===== config.mk =====
export PLATFORM = sky130hd
export DESIGN_NAME = serial_add_seq
export DESIGN_NICKNAME = d
export VERILOG_FILES = /design/src/rtl/serial_add_pkg.sv /design/src/rtl/fa_bit.sv /design/src/rtl/serial_add_seq.sv
export SDC_FILE = /design/constraint.sdc
export NUM_CORES = 1
export LEC_CHECK = 0
export ABC_CLOCK_PERIOD_IN_PS = 1900
export CAP_MARGIN = 20
export CORE_UTILIZATION = 50
export CTS_CLUSTER_DIAMETER = 40
export CTS_CLUSTER_SIZE = 30
export DETAILED_ROUTE_END_ITERATION = 16
export GPL_TIMING_DRIVEN = 0
export PLACE_DENSITY = 0.84
export SYNTH_ARGS = -nofsm -noshare
export SYNTH_HDL_FRONTEND = slang
export SYNTH_SLANG_ARGS = --single-unit

===== constraint.sdc =====
create_clock -name clk -period 1.9 [get_ports clk]
set_input_delay 0.38 -clock clk [delete_from_list [all_inputs] [get_ports clk]]
set_output_delay 0.38 -clock clk [all_outputs]
set_load 0.005 [all_outputs]

===== src/rtl/serial_add_pkg.sv =====
// Shared types and constants for the bit-serial add/subtract sequencer.
// Pure declarations; no logic, no latency, no flow control.
package serial_add_pkg;

   localparam int   SAS_WIDTH = 8;
   localparam logic OP_ADD    = 1'b0;
   localparam logic OP_SUB    = 1'b1;

   typedef enum logic [1:0] {
      IDLE  = 2'd0,
      SHIFT = 2'd1,
      DONE  = 2'd2
   } state_e;

endpackage


===== src/rtl/fa_bit.sv =====
// Single full-adder cell built from two half-adder stages and a carry OR.
// Purely combinational (zero latency); no flow control.
module fa_bit (
   input  logic a,
   input  logic b,
   input  logic cin,
   output logic s,
   output logic cout
);

   logic p;
   logic g;
   logic pc;

   always_comb begin
      p    = a ^ b;
      g    = a & b;
      s    = p ^ cin;
      pc   = p & cin;
      cout = g | pc;
   end

endmodule


===== src/rtl/serial_add_seq.sv =====
// Bit-serial a+b / a-b through one full-adder cell, LSB first; done pulses WIDTH+1 cycles after start.
// No backpressure: start is taken only in IDLE or DONE and silently ignored while busy.
module serial_add_seq
   import serial_add_pkg::*;
#(
   parameter int WIDTH = SAS_WIDTH,
   parameter int CW    = $clog2(WIDTH)
) (
   input  logic             clk,
   input  logic             rst_n,
   input  logic             start,
   input  logic             op,
   input  logic [WIDTH-1:0] a,
   input  logic [WIDTH-1:0] b,
   output logic             busy,
   output logic             done,
   output logic [WIDTH-1:0] sum,
   output logic             cout
);

   localparam logic [CW-1:0] LAST_BIT = CW'(WIDTH - 1);

   state_e           state_q, state_d;
   logic [CW-1:0]    cnt_q, cnt_d;
   logic [WIDTH-1:0] sha_q, sha_d;
   logic [WIDTH-1:0] shb_q, shb_d;
   logic             carry_q, carry_d;
   logic [WIDTH-1:0] res_q, res_d;
   logic [WIDTH-1:0] sum_q, sum_d;
   logic             cout_q, cout_d;
   logic             busy_q, busy_d;
   logic             done_q, done_d;

   logic             fa_s;
   logic             fa_co;

   fa_bit u_fa (
      .a    (sha_q[0]),
      .b    (shb_q[0]),
      .cin  (carry_q),
      .s    (fa_s),
      .cout (fa_co)
   );

   always_comb begin
      state_d = state_q;
      cnt_d   = cnt_q;
      sha_d   = sha_q;
      shb_d   = shb_q;
      carry_d = carry_q;
      res_d   = res_q;
      sum_d   = sum_q;
      cout_d  = cout_q;
      busy_d  = 1'b0;
      done_d  = 1'b0;

      unique case (state_q)
         IDLE, DONE: begin
            if (start) begin
               // Subtract as a + ~b + 1: the +1 enters through the initial carry.
               sha_d   = a;
               shb_d   = (op == OP_ADD) ? b : ~b;
               carry_d = op;
               cnt_d   = '0;
               busy_d  = 1'b1;
               state_d = SHIFT;
            end else begin
               state_d = IDLE;
            end
         end
         SHIFT: begin
            sha_d   = sha_q >> 1;
            shb_d   = shb_q >> 1;
            carry_d = fa_co;
            res_d   = {fa_s, res_q[WIDTH-1:1]};
            cnt_d   = cnt_q + CW'(1);
            if (cnt_q == LAST_BIT) begin
               // Visible outputs only change here, so sum shows the prior result while shifting.
               sum_d   = {fa_s, res_q[WIDTH-1:1]};
               cout_d  = fa_co;
               done_d  = 1'b1;
               state_d = DONE;
            end else begin
               busy_d  = 1'b1;
            end
         end
         default: begin
            state_d = IDLE;
         end
      endcase
   end

   always_ff @(posedge clk or negedge rst_n) begin
      if (!rst_n) begin
         state_q <= IDLE;
         cnt_q   <= '0;
         sha_q   <= '0;
         shb_q   <= '0;
         carry_q <= 1'b0;
         res_q   <= '0;
         sum_q   <= '0;
         cout_q  <= 1'b0;
         busy_q  <= 1'b0;
         done_q  <= 1'b0;
      end else begin
         state_q <= state_d;
         cnt_q   <= cnt_d;
         sha_q   <= sha_d;
         shb_q   <= shb_d;
         carry_q <= carry_d;
         res_q   <= res_d;
         sum_q   <= sum_d;
         cout_q  <= cout_d;
         busy_q  <= busy_d;
         done_q  <= done_d;
      end
   end

   assign busy = busy_q;
   assign done = done_q;
   assign sum  = sum_q;
   assign cout = cout_q;

endmodule


==> flow_summary.yaml <==
setup_path:
  worstPathArrival_ns: 1.22
  startpoint_type: "register"
  path_cells: "clkdlybuf4s50_1"
  cpLargestDelayFamily: "buffers and inverters"
  cpPeakStageDelay_ns: 0.50
  slowest_stage: "clkdlybuf4s50_1"
  path_buf_inv: 1
  critPathKind: "register to output port"
  worstSetupEndpointType: "output port"
  crit_path_max_fanout: 2
  r2r_setup_slack_ns: 0.38
  worstPathRequired_ns: 1.52
floorplan:
  start_util_pct: 54.2
  rows: 20
  die_height_um: 60.4
  core_area_sq_mm: 0.00315
  die_w_um: 60.4
  ios: 31
  die-area_sq_mm: 0.00365
cts:
  clk_pin_slew_worst_paths_ns: 0.11
  cts_setup_buffers: 0
  hold_buffers: 0
  cts_sinks: 40
  ctsResizeCount: 0
  cts_buffers: 5
  clk-insertion-delay-late_ns: 0.34
  clockBufferDepth: 2
  htreeDepth: 2
  root_buffer: "clkbuf_4"
  tritoncts: "built"
grt:
  grt_first_pass_wirelength_um: 4970
  grtUsageMet3_pct: 7.46
  grt_overflow: 0
  grtUsageMet2_pct: 33.0
  grt_pass1_vias: 1148
  grtUsageTotal_pct: 19.0
  antenna_found_initial: 0
  top_usage_layer: "met2"
  use_met1_pct: 21.4
  grt_max_degree: 41
synth:
  ys_types: 23
  yosys_register_bits: 40
  yosysWarnings: 0
  synthesis.nets: 144
  synth.avg_cell_area_sq_um: 14.1
  syn_area_sq_mm: 0.00171
  syn_inst: 121
  ys_seq_area_share_pct: 58.6
cells_and_area:
  antenna_cells: 0
  design_area_sq_mm: 0.00209
  drive_gt1_share_pct: 17.2
  fillers: 258
  synthToLayoutAreaGrowth_pct: 22.6
  multi_input_area_sq_um: 638
  nNetsFinal: 180
  regArea_sq_mm: 0.00100
detailed_routing:
  via_count: 1083
  drc: 0
  wl_um: 2850
  drt_iter0_drc: 39
  vias_per_cell: 5.39
  drtPass1Iterations: 4
  detail_route.wl_per_cell_um: 14.2
  ant_nets: 0
sta:
  holdWs_ns: 0.131
  fin_crit_sh_pct: 84.3
  setup_viol: 0
  hold_viol: 0
  max_clock_freq_mhz: 624
  maxSlewHeadroom_pct: 43.8
  rsz0062_at_grt: "false"
  min_period_ns: 1.60
  maxSlewViolCount: 0
  finClkSkew_ns: 0.0102
  tightest_slew_ns: 0.843
min_path:
  hp-class: "input pin to asynchronous set/reset pin"
place:
  dp_hpwl_um: 2060
  place_area_sq_mm: 0.00205
  port_buffers: 29
  place_congestion: 0.722
run:
  maxCapViolations: 0
power:
  power_mw: 3.28
  ir_worst_vdd_uv: 690
  leakage_nw: 1.01
  p_per_area_mw_per_mm2: 1570
outcome:
  status: "complete, no violations"
[kinds of logic after synthesis]
logic type | after synthesis | share of synthesized area [%]
AOI/OAI and AO/OA | 29 | 14.4
xor gates and xnor gates | 8 | 4.10
adders and majority gates | 3 | 2.64
buffers and inverters | 12 | 4.03
DFF | 40 | 58.6
muxes | 17 | 13.0
and+or+nand+nor | 12 | 3.30
[metrics by stage]
stage          cells  TNS, ns  setup WS, ns  utilization, %
2_1_floorplan    121        0         0.488               -
3_3_place_gp     194   -16.13        -0.404            65.1
3_5_place_dp     194        0        0.0938            65.0
4_1_cts          201        0         0.273            66.4
5_1_grt          201        0         0.219            66.4
6_report         201        0         0.298            66.4
[flip-flops by register name, indices dropped and copies added (netlist names)]
signal   flops
res_q        7
sha_q        8
cnt_q        3
state_q      2
busy         1
sum          8
shb_q        8
carry_q      1
done         1
cout         1
[where the power goes]
part / switching (mW) / internal, mW
logic: 0.548 / 0.864
clock network: 0.246 / 0.136
registers: 0.233 / 1.25
total: 1.03 / 2.25
[final timing paths]
| path | from | depth (start not counted) | endpoint |
|---|---|---|---|
| hold / removal | rst_n | 1 | sum[0] |
| setup / recovery | cout | 1 | cout |
| min in group clk | sha_q[6] | 1 | sha_q[6] |
| setup reg to reg | cnt_q[0] | 5 | cout |
| max in group asynchronous | rst_n | 1 | sha_q[4] |
| hold reg to reg | sha_q[6] | 1 | sha_q[6] |
[synth_stat cells]
cell | count | share of area (%)
a221o_1 | 7 | 4.1
nor2_1 | 8 | 1.8
buf_2 | 4 | 1.2
mux2_1 | 8 | 5.3
buf_4 | 1 | 0.44
clkbuf_1 | 1 | 0.22
mux2_4 | 8 | 7.0
buf_6 | 2 | 1.3
nand2_2 | 1 | 0.37
fa_1 | 1 | 1.2
nand2b_1 | 1 | 0.37
mux2_2 | 1 | 0.66
and2b_1 | 1 | 0.44
a22o_1 | 12 | 6.2
xnor2_1 | 7 | 3.6
dfrtp_1 | 40 | 59
inv_2 | 3 | 0.66
nor2b_1 | 1 | 0.37
o21ai_1 | 2 | 0.59
ha_1 | 2 | 1.5
xor2_1 | 1 | 0.51
a21o_1 | 8 | 3.5
buf_1 | 1 | 0.22
[final cells by class]
| type | instances | share of cell area (%) |
|---|---|---|
| sequential | 40 | 47.8 |
| clock buffer | 6 | 1.97 |
| multi-input combinational | 69 | 30.5 |
| timing repair buffer | 29 | 13.6 |
| tap | 44 | 2.63 |
| inverter | 3 | 0.538 |
| buffer | 9 | 2.75 |
| clock inverter | 1 | 0.239 |
[per-layer routing]
metal	vias up	part of all wire [%]
met2	34	50
met1	540	43
met3	7	5.1
li1	502	-
met4	0	1.7
met5	-	0
[layout by cell type (no fill, tap or decap), types with 2 or more instances in the layout]
| cell | Yosys | final |
|---|---|---|
| dfrtp_1 | 40 | 40 |
| clkdlybuf4s50_1 | 0 | 28 |
| a22o_1 | 12 | 12 |
| nor2_1 | 8 | 8 |
| a21o_1 | 8 | 8 |
| mux2_1 | 8 | 8 |
| mux2_4 | 8 | 8 |
| xnor2_1 | 7 | 7 |
| a221o_1 | 7 | 7 |
| buf_2 | 4 | 5 |
| clkbuf_4 | 0 | 5 |
| inv_2 | 3 | 3 |
| buf_6 | 2 | 2 |
| o21ai_1 | 2 | 2 |
| clkbuf_1 | 1 | 2 |
| ha_1 | 2 | 2 |
Note: power is estimated with default switching activity, not from simulation.
